===== config.mk =====
export PLATFORM = sky130hd
export DESIGN_NAME = issue_slot_int
export DESIGN_NICKNAME = d
export VERILOG_FILES = /design/src/rtl/issue_pkg.sv /design/src/rtl/wakeup_match.sv /design/src/rtl/issue_slot_int.sv
export SDC_FILE = /design/constraint.sdc
export NUM_CORES = 1
export LEC_CHECK = 0
export BUFFER_PORTS_ARGS = -buffer_cell sky130_fd_sc_hd__buf_2
export CORE_AREA = 2 2 139 141
export DETAILED_ROUTE_END_ITERATION = 12
export DIE_AREA = 0 0 141 143
export GPL_TIMING_DRIVEN = 0
export PLACE_DENSITY = 0.73
export SETUP_SLACK_MARGIN = 0.02
export SLEW_MARGIN = 5
export SYNTH_ARGS = -nofsm -noshare
export SYNTH_HDL_FRONTEND = slang
export SYNTH_SLANG_ARGS = --single-unit

===== constraint.sdc =====
create_clock -name clk_sys -period 2.7 [get_ports clk_sys]
set_clock_uncertainty 0.1 [all_clocks]
set_input_delay 0.54 -clock clk_sys [delete_from_list [all_inputs] [get_ports clk_sys]]
set_output_delay 0.54 -clock clk_sys [all_outputs]
set_load 0.01 [all_outputs]

===== src/rtl/issue_pkg.sv =====
// Shared types and constants for the integer issue queue slots.
// Holds the slot state encoding and the branch-kill helper.
package issue_pkg;

  localparam int PREG_W    = 7;
  localparam int BR_MASK_W = 20;

  typedef enum logic [1:0] {
    S_INVALID = 2'd0,
    S_VALID_1 = 2'd1,
    S_VALID_2 = 2'd2
  } slot_state_e;

  function automatic logic br_hit(input logic [BR_MASK_W-1:0] mask,
                                  input logic [BR_MASK_W-1:0] mispredict);
    return |(mask & mispredict);
  endfunction

endpackage


===== src/rtl/wakeup_match.sv =====
// Compares one physical register tag against every writeback wakeup port.
module wakeup_match #(
  parameter int NUM_WAKEUP = 4,
  parameter int PREG_W     = 7
) (
  input  logic [PREG_W-1:0]            tag_i,
  input  logic [NUM_WAKEUP-1:0]        valid_i,
  input  logic [NUM_WAKEUP*PREG_W-1:0] pdst_i,
  output logic                         hit_o
);

  logic [NUM_WAKEUP-1:0] port_hit;

  always_comb begin
    port_hit = '0;
    for (int i = 0; i < NUM_WAKEUP; i++) begin
      port_hit[i] = valid_i[i] && (pdst_i[i*PREG_W +: PREG_W] == tag_i);
    end
  end

  assign hit_o = |port_hit;

endmodule


===== src/rtl/issue_slot_int.sv =====
// One integer issue-queue entry: holds a uop until its operands are ready,
// requests issue, and tracks wakeups, branch resolution and two-part uops.
module issue_slot_int
  import issue_pkg::*;
#(
  parameter int NUM_WAKEUP = 4,
  parameter int PAYLOAD_W  = 96
) (
  input  logic                         clk_sys,
  input  logic                         rst,
  input  logic                         io_in_valid,
  input  logic                         io_in_two_part,
  input  logic [PREG_W-1:0]            io_in_prs1,
  input  logic [PREG_W-1:0]            io_in_prs2,
  input  logic [PREG_W-1:0]            io_in_pdst,
  input  logic                         io_in_prs1_busy,
  input  logic                         io_in_prs2_busy,
  input  logic [BR_MASK_W-1:0]         io_in_br_mask,
  input  logic [PAYLOAD_W-1:0]         io_in_payload,
  input  logic [NUM_WAKEUP-1:0]        io_wakeup_valid,
  input  logic [NUM_WAKEUP*PREG_W-1:0] io_wakeup_pdst,
  input  logic [BR_MASK_W-1:0]         io_brupdate_resolve_mask,
  input  logic [BR_MASK_W-1:0]         io_brupdate_mispredict_mask,
  input  logic                         io_kill,
  input  logic                         io_clear,
  input  logic                         io_grant,
  output logic                         io_valid,
  output logic                         io_will_be_valid,
  output logic                         io_request,
  output logic                         io_iss_part,
  output logic [PREG_W-1:0]            io_uop_prs1,
  output logic [PREG_W-1:0]            io_uop_prs2,
  output logic [PREG_W-1:0]            io_uop_pdst,
  output logic [BR_MASK_W-1:0]         io_uop_br_mask,
  output logic [PAYLOAD_W-1:0]         io_uop_payload
);

  slot_state_e          state_q, state_d;
  logic                 p1_q, p1_d, p2_q, p2_d, part_q, part_d;
  logic [PREG_W-1:0]    prs1_q, prs1_d, prs2_q, prs2_d, pdst_q, pdst_d;
  logic [BR_MASK_W-1:0] br_mask_q, br_mask_d;
  logic [PAYLOAD_W-1:0] payload_q, payload_d;
  logic                 wake1, wake2, mis_hit, ready, grant_ok, leaving, load_en;
  logic [PREG_W-1:0]    tag1, tag2;

  // While enqueueing, match against the incoming tags so a same-cycle wakeup is not lost.
  assign tag1 = load_en ? io_in_prs1 : prs1_q;
  assign tag2 = load_en ? io_in_prs2 : prs2_q;

  wakeup_match #(.NUM_WAKEUP(NUM_WAKEUP), .PREG_W(PREG_W)) u_wake_prs1 (
    .tag_i(tag1), .valid_i(io_wakeup_valid), .pdst_i(io_wakeup_pdst), .hit_o(wake1)
  );
  wakeup_match #(.NUM_WAKEUP(NUM_WAKEUP), .PREG_W(PREG_W)) u_wake_prs2 (
    .tag_i(tag2), .valid_i(io_wakeup_valid), .pdst_i(io_wakeup_pdst), .hit_o(wake2)
  );

  assign io_valid = (state_q != S_INVALID);
  assign mis_hit  = io_valid && br_hit(br_mask_q, io_brupdate_mispredict_mask);

  always_comb begin
    ready = 1'b0;
    case (state_q)
      S_VALID_1: ready = part_q ? p2_q : (p1_q & p2_q);
      S_VALID_2: ready = p1_q;
      default:   ready = 1'b0;
    endcase
  end

  assign io_request       = ready & ~io_kill & ~mis_hit;
  assign grant_ok         = io_grant & io_request;
  assign leaving          = io_kill | mis_hit | io_clear | (grant_ok & (state_q == S_VALID_1));
  assign io_will_be_valid = io_valid & ~leaving;
  // A new uop is accepted only once the slot is free (or freed this cycle), never under kill.
  assign load_en          = io_in_valid & ~io_kill & ~io_will_be_valid;

  always_comb begin
    state_d   = state_q;
    part_d    = part_q;
    p1_d      = p1_q | wake1;
    p2_d      = p2_q | wake2;
    prs1_d    = prs1_q;
    prs2_d    = prs2_q;
    pdst_d    = pdst_q;
    br_mask_d = br_mask_q & ~io_brupdate_resolve_mask;
    payload_d = payload_q;
    if (leaving) begin
      state_d = S_INVALID;
    end else if (grant_ok && (state_q == S_VALID_2)) begin
      state_d = S_VALID_1;
      part_d  = 1'b1;
    end
    if (load_en) begin
      state_d   = io_in_two_part ? S_VALID_2 : S_VALID_1;
      part_d    = 1'b0;
      p1_d      = ~io_in_prs1_busy | wake1;
      p2_d      = ~io_in_prs2_busy | wake2;
      prs1_d    = io_in_prs1;
      prs2_d    = io_in_prs2;
      pdst_d    = io_in_pdst;
      br_mask_d = io_in_br_mask & ~io_brupdate_resolve_mask;
      payload_d = io_in_payload;
    end
  end

  always_ff @(posedge clk_sys) begin
    if (rst) begin
      state_q   <= S_INVALID;
      part_q    <= 1'b0;
      p1_q      <= 1'b0;
      p2_q      <= 1'b0;
      prs1_q    <= '0;
      prs2_q    <= '0;
      pdst_q    <= '0;
      br_mask_q <= '0;
      payload_q <= '0;
    end else begin
      state_q   <= state_d;
      part_q    <= part_d;
      p1_q      <= p1_d;
      p2_q      <= p2_d;
      prs1_q    <= prs1_d;
      prs2_q    <= prs2_d;
      pdst_q    <= pdst_d;
      br_mask_q <= br_mask_d;
      payload_q <= payload_d;
    end
  end

  assign io_iss_part    = part_q;
  assign io_uop_prs1    = prs1_q;
  assign io_uop_prs2    = prs2_q;
  assign io_uop_pdst    = pdst_q;
  assign io_uop_br_mask = br_mask_q & ~io_brupdate_resolve_mask;
  assign io_uop_payload = payload_q;

  // Grant is only meaningful with a request; kill/mispredict may race a grant.
  a_grant_needs_request: assert property (@(posedge clk_sys) disable iff (rst)
    io_grant |-> (io_request || io_kill || mis_hit));

endmodule


# Yosys cells after proc, flatten, opt, wreduce, memory -nomap -nowiden
# Cells that the tools add are included.
[word_totals]
register_bits = 142
latch_bits = 0
ramBits = 0
mem_bits_ro = 0
inputBits = 218
output_inout_bits = 141
elab_cells = 72
memories = 0
[classes]
addsub = 0
multipliers = 0
n_div = 0
magnitude_cmp = 0
n_eq_ne = 10
n_shift = 0
mux = 11
bitwise = 25
reduce_logical = 17
[ops]
columns = ["cell", "n"]
rows = [
  ["AND 20 bit", 3],
  ["equality test 7 bit", 8],
  ["2-to-1 mux 20 bit", 1],
  ["NOT 20 bit", 1],
  ["OR reduction 20 bit", 1],
  ["2-to-1 mux 7 bit", 2],
  ["logical AND 1 bit", 10],
  ["AND 1 bit", 8],
  ["2-to-1 mux 2 bit", 4],
  ["OR reduction 4 bit", 2],
  ["bitwise OR 1 bit", 7],
  ["NOT 1 bit", 6],
  ["2-to-1 mux 1 bit", 3],
  ["nonzero test 3 bit", 1],
  ["equality test 2 x 1 -> 1 bit (second input constant)", 1],
  ["equality test 2 bit (second input constant)", 1],
  ["case mux 1 bit (2 select lines)", 1],
  ["AND reduction 2 bit", 1],
  ["nonzero test 2 bit", 1],
  ["OR reduction 2 bit", 1],
]

# Longest topological paths before layout
# Gate-level depths: netlist of the first run.
[depth]
depth_word = 18
depth_mapped = 13

# By module
# Synthesis of the first run repeated with hierarchy kept, for this count alone.
[unflattened]
cells_unflattened = 717
area_unflattened_um2 = 6108.4
[by_module_without_submodules]
columns = ["mod", "instances", "cells_each", "area_each_um2", "seq_area_each_um2"]
rows = [
  ["issue_slot_int", 1, 635, 5475.3, 2842.7],
  ["wakeup_match", 2, 41, 316.6, 0.0],
]

# Worst setup path before layout of the first run
# OpenSTA, ideal clock, no wires.
[synth_path]
path_kind = "in2reg"
from = "in io_brupdate_mispredict_mask[9]"
to = "reg p2_q"
t_arrival_ps = 2571
t_required_ps = 2475
path_slack_ps = -96
path_stages = 11
cell_sequence = "a222oi_1 -> nand3_1 -> nor4_4 -> nand2_4 -> inv_6 -> nor2_4 -> buf_6 -> mux2i_1 -> o211ai_1 -> a222oi_1 -> o41a_1"
[synth_between]
elab_chain_cells = 18
[synth_lines]
columns = ["element", "line", "text"]
rows = [
  ["from (decl)", "issue_slot_int.sv:23", "input logic [BR_MASK_W-1:0] io_brupdate_mispredict_mask,"],
  ["AND 20 bit *", "issue_pkg.sv:16", "return |(mask & mispredict);"],
  ["OR reduction 20 bit *", "issue_pkg.sv:16", ""],
  ["logical AND 1 bit *", "issue_slot_int.sv:58", "assign mis_hit = io_valid && br_hit(br_mask_q, io_brupdate_mispredict_mask);"],
  ["NOT 1 bit", "issue_slot_int.sv:69", "assign io_request = ready & ~io_kill & ~mis_hit;"],
  ["AND 1 bit", "issue_slot_int.sv:69", ""],
  ["AND 1 bit", "issue_slot_int.sv:70", "assign grant_ok = io_grant & io_request;"],
  ["AND 1 bit", "issue_slot_int.sv:71", "assign leaving = io_kill | mis_hit | io_clear | (grant_ok & (state_q == S_VALID_1));"],
  ["bitwise OR 1 bit *", "issue_slot_int.sv:71", ""],
  ["(+2 left out)", "-", ""],
  ["net io_will_be_valid", "issue_slot_int.sv:28", "output logic io_will_be_valid,"],
  ["NOT 1 bit *", "issue_slot_int.sv:74", "assign load_en = io_in_valid & ~io_kill & ~io_will_be_valid;"],
  ["AND 1 bit *", "issue_slot_int.sv:74", ""],
  ["2-to-1 mux 7 bit", "-", ""],
  ["equality test 7 bit", "wakeup_match.sv:17", "port_hit[i] = valid_i[i] && (pdst_i[i*PREG_W +: PREG_W] == tag_i);"],
  ["logical AND 1 bit", "wakeup_match.sv:17", ""],
  ["OR reduction 4 bit", "wakeup_match.sv:21", "assign hit_o = |port_hit;"],
  ["bitwise OR 1 bit, on equally long branches", "issue_slot_int.sv:80, issue_slot_int.sv:96", ""],
  ["2-to-1 mux 1 bit *", "issue_slot_int.sv:92", "if (load_en) begin"],
  ["to (signal assigned)", "issue_slot_int.sv:120", "p2_q <= p2_d;"],
  ["to (decl)", "issue_slot_int.sv:39", "logic p1_q, p1_d, p2_q, p2_d, part_q, part_d;"],
]
# The timed path passes the listed nets; every way through them passes the cells marked *.
# A chain may end at the register's enable or synchronous reset.

# Worst setup path in the final report of the first run
[layout_path]
from = "reg state_q[1]"
to = "reg p2_q"
[layout_between]
elab_chain_cells = 17
[layout_lines]
columns = ["element", "line", "text"]
rows = [
  ["from (decl)", "issue_slot_int.sv:38", "slot_state_e state_q, state_d;"],
  ["from (signal assigned)", "issue_slot_int.sv:117", "state_q <= state_d;"],
  ["equality test 2 bit, or another cell as far along", "issue_slot_int.sv:62", "case (state_q)"],
  ["case mux 1 bit (2 select lines) or logical AND 1 bit (tied branches)", "issue_slot_int.sv:62, issue_slot_int.sv:58", ""],
  ["AND 1 bit or NOT 1 bit (tied branches)", "issue_slot_int.sv:69", ""],
  ["AND 1 bit", "issue_slot_int.sv:69", ""],
  ["AND 1 bit", "issue_slot_int.sv:70", ""],
  ["AND 1 bit", "issue_slot_int.sv:71", ""],
  ["bitwise OR 1 bit", "issue_slot_int.sv:71", ""],
  ["NOT 1 bit (no source line)", "-", ""],
  ["AND 1 bit *", "issue_slot_int.sv:72", "assign io_will_be_valid = io_valid & ~leaving;"],
  ["NOT 1 bit *", "issue_slot_int.sv:74", ""],
  ["AND 1 bit *", "issue_slot_int.sv:74", ""],
  ["2-to-1 mux 7 bit", "-", ""],
  ["equality test 7 bit", "wakeup_match.sv:17", ""],
  ["logical AND 1 bit", "wakeup_match.sv:17", ""],
  ["OR reduction 4 bit", "wakeup_match.sv:21", ""],
  ["bitwise OR 1 bit, on equally long branches", "issue_slot_int.sv:80, issue_slot_int.sv:96", ""],
  ["2-to-1 mux 1 bit *", "issue_slot_int.sv:92", ""],
]
# Every way passes the cells marked *; elsewhere a longest branch is shown, timed or not.

==> reports/metrics.csv, run 1 <==
metric,value,unit
cp-startpoint,state_q[1]$_SDFFE_PP0P_,
viasPerCell,5.349,
p_leak,4.720,nW
clkLatencyLatePin,420,ps
synth_area_leaders,"dfxtp_1, nand2_1, a21oi_1",
layout.cells.non_filler,1571,
postSynth.asyncResetShare,0,%
die_w,141,um
ys_seq_area_share,39.05,%
first_pass_iters,5,
vias,8404,
ant_nets,0,
track_usage,28.45,%
pwr-share-seq,38.4,%
ys.flop_type,dfxtp_1,
slew_headroom,50.38,%
end_kind,register,
area_growth,44.64,%
antenna_found_initial,3,
rsz0062_at_grt,true,
hold_ws,187.6,ps
yosysWarnings,0,
grt_overflow_total,0,
grt_pass1_wl,44.09,mm
first_global_vias,7890,
synth_top_area_share,39.05,%
core_area,18580,um^2
ios,359,
synth_nets,1165,
p_int,4.100,mW
syn_area_per_cell,7.711,um^2
crit_arrival,3250,ps
total_power,5.877,mW
rrSetupSlack,-360,ps
p_sw,1.777,mW
wl,30.16,mm
reg2reg_from,state_q[1]$_SDFFE_PP0P_,
reg2reg_depth,11,
fmax,0.3272,GHz
nets,1544,
dieHeight,143,um
crit_path_start_kind,register,
row_count,50,
p_clk_share,41.7,%
report.final.slew_viol_count,0,
reg2reg_to,p2_q$_SDFF_PP0_,
cts_hold_buffers,0,
clk_pin_slew,70,ps
layout_setup_ws,-356.2,ps
worstSetupEndpoint,p2_q$_SDFF_PP0_,
yosysUniqueCellTypes,59,
netlist_instances,944,
combPwrFrac,20.0,%
htreeDepth,4,
synth_top_area_cell,dfxtp_1,
crit_required,2890,ps
min_period,3056,ps
start_util,39.18,%
finalHoldViolations,0,
ys_ff_latch,142,
cts_sinks,142,
cts_buffer_depth,2,
setup_viol,5,
placed_cells,1515,
die_area,20160,um^2
cts_root_buf,clkbuf_16,
worst_pin_slew,744.3,ps
criticalPathCategory,register to register,
sw_frac_of_total,30.24,%
avgRoutedWirePerCell,19.20,um
pwr_density_cell,558.1,nW/um^2
cts_tree,yes,
final_cell_mix,"buf_2, nand2_1, dfxtp_1, a21oi_1, clkbuf_1",
run_status,"complete, but fails checks",
hold_path_class,input port to register,
final_common_cell,buf_2,
dr.first_iter.drc_count,625,
failed_checks,setup timing,
critPathMaxFanout,4,
hpwl,22.13,mm
drive_gt1_share,35.10,%
grt_max_degree,17,
ir_drop,0.5372,mV
synth_edf_count,0,
drc,0,
preCtsSetupSlack,-906.4,ps
cts_inserted_buffers,17,
gp_congestion,0.9824,
min_period_over_period,113.2,%
syn_area,7279,um^2
buffer_ports.inserted,337,
maxCapViolCount,0,
[Yosys cell counts, types with 2 or more instances]
cell and count:
nand2_1 242, dfxtp_1 142, a21oi_1 129, clkbuf_1 60, xor2_1 44, xnor2_1 34
mux2i_1 31, nor2b_1 30, nor3_1 30, inv_1 24, nor2_1 18, buf_2 14
o22ai_1 14, o21ai_0 11, a22oi_1 10, a31oi_1 8, nand3_1 8, nand2b_1 7
nand4_1 7, nor4_1 6, o211ai_1 5, a2111oi_0 4, a211oi_1 4, o2111ai_1 4
o31ai_1 4, o41ai_1 4, a221oi_1 3, a222oi_1 3, a41oi_1 3, ha_1 3
a211o_1 2, a311oi_1 2, a32o_1 2, and3_1 2, buf_1 2, o21a_1 2
o21ai_1 2, o221ai_1 2, or3_1 2
[state kept, by name, summed over array words and instances (netlist names)]
signal / flops
io_iss_part: 1
p2_q: 1
io_uop_payload: 96
p1_q: 1
io_uop_prs1: 7
br_mask_q: 20
io_uop_prs2: 7
state_q: 2
io_uop_pdst: 7
[area by class of cell]
cell class / instances / area (um^2)
diodes: 1 / 2.502
well taps: 234 / 292.8
flip-flops and latches: 142 / 2848
inverters: 25 / 101.3
clock buffers: 19 / 442.9
plain buffers: 73 / 509.2
multi-input cells: 699 / 4215
fillers: 1764 / 8051
repair buffers: 365 / 1964
clock inverters: 13 / 152.6
[worst max-delay path, stage by stage, from the launching register on]
cell      delay [ps]
dfxtp_2          330
inv_1             70
ha_2             340
a31oi_2          120
or3_4            450
buf_4            180
a21oi_2          380
o41ai_1          180
o211ai_1         200
buf_4            170
o22ai_2           80
o41a_1           330
[how the worst min path moves through the flow]
stage                               startpoint                              end  slack (ps)  cells past startpoint
3_5_place_dp   io_uop_payload[13]$_SDFFE_PP0N_  io_uop_payload[13]$_SDFFE_PP0N_         340                      2
2_1_floorplan   io_uop_payload[0]$_SDFFE_PP0N_   io_uop_payload[0]$_SDFFE_PP0N_         380                      2
4_1_cts            io_brupdate_resolve_mask[9]          br_mask_q[9]$_SDFF_PP0_         170                      2
6_report           io_brupdate_resolve_mask[9]          br_mask_q[9]$_SDFF_PP0_         190                      2
3_3_place_gp   io_uop_payload[92]$_SDFFE_PP0N_  io_uop_payload[92]$_SDFFE_PP0N_         340                      2
5_1_grt            io_brupdate_resolve_mask[8]          br_mask_q[8]$_SDFF_PP0_         180                      2
[timing repair]
item | 4_1_cts | 5_1_grt
pin swaps | 24 | 10
endpoints found under the setup margin | 141 | 138
gates cloned | 4 | 1
buffers inserted | 20 | 5
gates resized for setup | 101 | 20
[logic make-up after synthesis]
logic type / after synthesis / synth area share, %
mux: 31 / 4.263
compound gates: 228 / 19.25
flops: 142 / 39.05
simple gates: 359 / 21.76
buf+inv: 103 / 5.775
xor+xnor: 78 / 9.385
fa+ha+maj: 3 / 0.5157
[stage by stage]
stage | setup TNS, ps | utilization, % | cell area (um^2)
floorplan | -95.91 | - | 7279
global placement | -92510 | 49.83 | 9259
detailed placement | -100380 | 49.83 | 9259
CTS | -1425 | 56.11 | 10430
global route | -1630 | 56.67 | 10530
finish | -1132 | 56.67 | 10530
[power groups by stage]
stage / combinational [mW] / sequential (mW) / clock (mW)
finish: 1.17 / 2.25 / 2.45
global route: 1.26 / 2.26 / 2.57
CTS: 1.13 / 2.25 / 2.47
detailed placement: 1.02 / 2.30 / 0
global placement: 1.01 / 2.29 / 0
floorplan: 0.526 / 2.33 / 0
[layer usage]
layer  global-route usage, %  up-vias  routed length, um
met5                       0        -                 18
met4                   10.11        4                805
met3                   6.573       67               2704
met2                   46.85      438              14310
met1                   36.70     3913              12320
li1                        -     3982                  -
Note: power is estimated with default switching activity, not from simulation.
==> inputs of run 2 (changes only) <==
Settings changed: CELL_PAD_IN_SITES_DETAIL_PLACEMENT set to 0, CELL_PAD_IN_SITES_GLOBAL_PLACEMENT set to 1, CORE_AREA 2 2 139 141 to unset, CORE_UTILIZATION set to 29, DIE_AREA 0 0 141 143 to unset, PLACE_DENSITY 0.73 to unset, PLACE_DENSITY_LB_ADDON set to 0.1.
==> reports/metrics.csv, run 2 (same netlist as run 1, synthesis figures left out) <==
metric,value,unit
run_status,"complete, but fails checks",
failed_checks,setup timing,
crit_path_start_kind,register,
critPathMaxFanout,4,
layout_setup_ws,-283.5,ps
cts_buffer_depth,2,
grt_pass1_wl,46.11,mm
gp_congestion,0.9498,
track_usage,23.36,%
p_leak,4.654,nW
slew_headroom,52.40,%
cp_slowest_cell,a222oi_1,
min_period_over_period,110.5,%
row_count,57,
area_growth,44.52,%
worst_pin_slew,714.0,ps
crit_arrival,3240,ps
finalHoldViolations,0,
cts_hold_buffers,0,
crit_top_cell,a222oi_1,
total_power,5.931,mW
path_cells,a222oi_1 > nand3_2 > nor4_4 > nand2_4 > inv_8 > mux2i_1 > o22ai_1 > or3_1 > a222oi_1 > o41a_1,
clkLatencyLatePin,420,ps
preCtsSetupSlack,-902.8,ps
buffer_ports.inserted,337,
largest_register_ffs,96,
fmax,0.3352,GHz
critPathMaxStageDelay,430,ps
cts_inserted_buffers,17,
hold_path_class,input port to register,
design_area,10520,um^2
ant_nets,0,
p_sw,1.769,mW
final_common_cell,buf_2,
hold_ws,184.2,ps
critPathTopFamily,compound AO/OA/AOI/OAI gates,
cts_sinks,142,
core_area,24460,um^2
maxCapViolCount,0,
drc,0,
viasPerCell,4.890,
cts_tree,yes,
die_w,160.4,um
criticalPathCategory,register to register,
drive_gt1_share,34.78,%
crit_required,2960,ps
rrSetupSlack,-280,ps
placed_cell_area,9371,um^2
p_int,4.162,mW
p_clk_share,42.9,%
wl,30.50,mm
htreeDepth,4,
avgRoutedWirePerCell,18.38,um
ir_drop,0.3373,mV
grt_max_degree,17,
pwr-share-seq,38.0,%
first_pass_iters,5,
antenna_found_initial,3,
crit_buf_inv,1,
final_cell_mix,"buf_2, nand2_1, dfxtp_1, a21oi_1, xor2_1",
sw_frac_of_total,29.83,%
end_kind,register,
first_global_vias,7897,
start_util,29.76,%
pwr_density_cell,563.8,nW/um^2
tns,-755.9,ps
report.final.slew_viol_count,0,
clk_pin_slew,70,ps
hpwl,23.18,mm
rsz0062_at_grt,true,
dr.first_iter.drc_count,513,
vias,8112,
cts_root_buf,clkbuf_16,
setup_viol,4,
combPwrFrac,19.1,%
min_period,2983,ps
grt_overflow_total,0,
nets,1542,
ios,359,
dieHeight,160.4,um
die_area,25740,um^2
==> run 2: cell count changes in the layout (fill, tap and decap cells not counted), moves of 3 or more <==
cell       previous run  this run
buf_4                25        28
clkbuf_8              9         1
buf_12                3         0
buf_6                 5        10
nand2_2               5         0
buf_2               340       343
nand2_1             234       241
clkbuf_16            20        17
==> run 2: final timing paths <==
check | start | end | cells past startpoint
max | br_mask_q[9]$_SDFF_PP0_ | p2_q$_SDFF_PP0_ | 10
min | io_brupdate_resolve_mask[8] | br_mask_q[8]$_SDFF_PP0_ | 2
max reg2reg | br_mask_q[9]$_SDFF_PP0_ | p2_q$_SDFF_PP0_ | 10
min reg2reg | io_uop_payload[16]$_SDFFE_PP0N_ | io_uop_payload[16]$_SDFFE_PP0N_ | 2
==> run 2: through the flow <==
step,utilization [%],instances
floorplan,-,944
global placement,38.31,1605
detailed placement,38.31,1605
CTS,42.01,1650
global route,43.00,1658
finish,43.01,1659
==> run 2: power by group through the flow <==
stage | combinational [mW] | clock, mW | sequential [mW]
6_report | 1.13 | 2.54 | 2.25
3_5_place_dp | 1.03 | 0 | 2.30
3_3_place_gp | 1.03 | 0 | 2.30
4_1_cts | 1.09 | 2.61 | 2.25
2_1_floorplan | 0.526 | 0 | 2.33
5_1_grt | 1.24 | 2.69 | 2.27
==> run 2: cell type report <==
type | count | area (um^2)
Clock inverter | 15 | 198.9
Tap cell | 324 | 405.4
Antenna cell | 1 | 2.502
Buffer | 76 | 420.4
Fill cell | 2646 | 13940
Timing Repair Buffer | 360 | 1887
Multi-Input combinational cell | 699 | 4234
Clock buffer | 17 | 425.4
Inverter | 25 | 101.3
Sequential cell | 142 | 2845
==> run 2: metal layers <==
layer | GRT usage (%) | wire, um | vias up
met1 | 29.70 | 12950 | 3750
met4 | 7.965 | 704 | 4
met3 | 6.121 | 2522 | 46
met5 | 0 | 23 | -
li1 | - | - | 3972
met2 | 38.11 | 14290 | 340
==> run 2: timing repair <==
action / in CTS / in global routing
endpoints found under the hold margin: 0 / 0
setup endpoints to repair: 141 / 139
gates resized for setup: 53 / 59
buffers inserted: 14 / 9
pin swaps: 16 / 14
==> inputs of run 3 (changes only) <==
Settings changed: CORE_UTILIZATION 29 to 28.
==> reports/metrics.csv, run 3 (same netlist as run 1, synthesis figures left out) <==
metric,value,unit
run_status,"complete, but fails checks",
failed_checks,setup timing,
first_global_vias,7658,
final_common_cell,buf_2,
path_depth,11,
viasPerCell,4.846,
crit_buf_inv,2,
hold_ws,180.3,ps
p_clk_share,41.9,%
reg2reg_depth,11,
largest_register_ffs,96,
cts_hold_buffers,0,
setup_viol,4,
grt_max_degree,17,
buffer_ports.inserted,337,
worst_pin_slew,728.7,ps
hold_path_class,input port to register,
finalHoldViolations,0,
cts_sinks,142,
n_fill_cell,2757,
p_int,4.077,mW
combPwrFrac,19.7,%
crit_arrival,3170,ps
dieHeight,163.2,um
end_kind,register,
final_util,41.65,%
min_period,2973,ps
layout_setup_ws,-273.1,ps
drc,0,
drive_gt1_share,34.61,%
critPathMaxFanout,4,
pwr_density_cell,556.2,nW/um^2
row_count,58,
slew_headroom,51.42,%
cts_root_buf,clkbuf_16,
die_area,26650,um^2
hpwl,23.54,mm
area_growth,44.91,%
final_cell_mix,"buf_2, nand2_1, dfxtp_1, a21oi_1",
critPathMaxStageDelay,410,ps
cts_buffer_depth,2,
p_sw,1.790,mW
ir_drop,0.3776,mV
rsz0062_at_grt,true,
crit_required,2890,ps
track_usage,23.05,%
cp_slowest_cell,a222oi_1,
core_area,25330,um^2
grt_overflow_total,0,
first_pass_iters,5,
layout.cells.non_filler,1661,
p_leak,4.638,nW
pwr-share-seq,38.4,%
clk_pin_slew,80,ps
cts_inserted_buffers,17,
ant_nets,0,
clkLatencyLatePin,420,ps
fmax,0.3364,GHz
maxCapViolCount,0,
ios,359,
antenna_found_initial,3,
placed_cells,1611,
preCtsSetupSlack,-928.2,ps
multi_input_area,4242,um^2
whs_path_depth,2,
seq_area,2846,um^2
vias,8049,
start_util,28.74,%
path_cells,a222oi_1 > nand3_2 > nor4_4 > nand2_4 > inv_8 > nor2_4 > buf_4 > mux2i_1 > xor2_1 > a32o_1 > o41a_1,
nets,1537,
critPathTopFamily,compound AO/OA/AOI/OAI gates,
sw_frac_of_total,30.50,%
report.final.slew_viol_count,0,
min_period_over_period,110.1,%
htreeDepth,4,
wl,31.46,mm
grt_pass1_wl,45.89,mm
dr.first_iter.drc_count,488,
criticalPathCategory,register to register,
gp_congestion,0.9357,
die_w,163.2,um
crit_path_start_kind,register,
avgRoutedWirePerCell,18.94,um
cts_tree,yes,
run 3: path summary, 6_finish.rpt:
check / start / endpoint / slack [ps]
min: io_brupdate_resolve_mask[9] / br_mask_q[9]$_SDFF_PP0_ / 180
min reg2reg: io_uop_payload[7]$_SDFFE_PP0N_ / io_uop_payload[7]$_SDFFE_PP0N_ / 350
max reg2reg: br_mask_q[9]$_SDFF_PP0_ / p2_q$_SDFF_PP0_ / -270
max: br_mask_q[9]$_SDFF_PP0_ / p2_q$_SDFF_PP0_ / -270
run 3: area by class of cell:
type	count	area share, %
flip-flops and latches	142	26.98
diodes	2	0.04744
clock inverters	14	1.625
multi-input cells	699	40.21
clock buffers	18	4.068
plain buffers	75	4.483
well taps	330	3.914
inverters	25	0.9607
repair buffers	356	17.71
run 3: per-stage QoR:
step / power, mW / TNS [ps] / cell area, um^2
after floorplan: 2.855 / -95.91 / 7279
after global placement: 3.333 / -102270 / 9379
after detailed placement: 3.335 / -104200 / 9379
after CTS: 5.871 / -675.3 / 10240
after global routing: 6.145 / -3172 / 10540
final: 5.867 / -745.2 / 10550
run 3: per-layer routing:
layer	GRT usage, %	up-vias	routed length, um
met5	0	-	0
met2	37.10	315	14760
met4	7.689	0	748
met1	29.62	3718	13390
met3	6.120	47	2558
li1	-	3969	-
run 3: power groups by stage:
stage / Clock [mW] / Sequential [mW] / Combinational (mW)
global route: 2.63 / 2.26 / 1.26
global placement: 0 / 2.29 / 1.04
finish: 2.46 / 2.25 / 1.16
detailed placement: 0 / 2.30 / 1.04
floorplan: 0 / 2.33 / 0.526
CTS: 2.53 / 2.25 / 1.09
run 3: what timing repair did:
item,CTS,global route
cloned,0,1
setup endpoints to repair,141,132
pin swaps,13,14
gates resized for setup,50,78
setup buffers,13,6
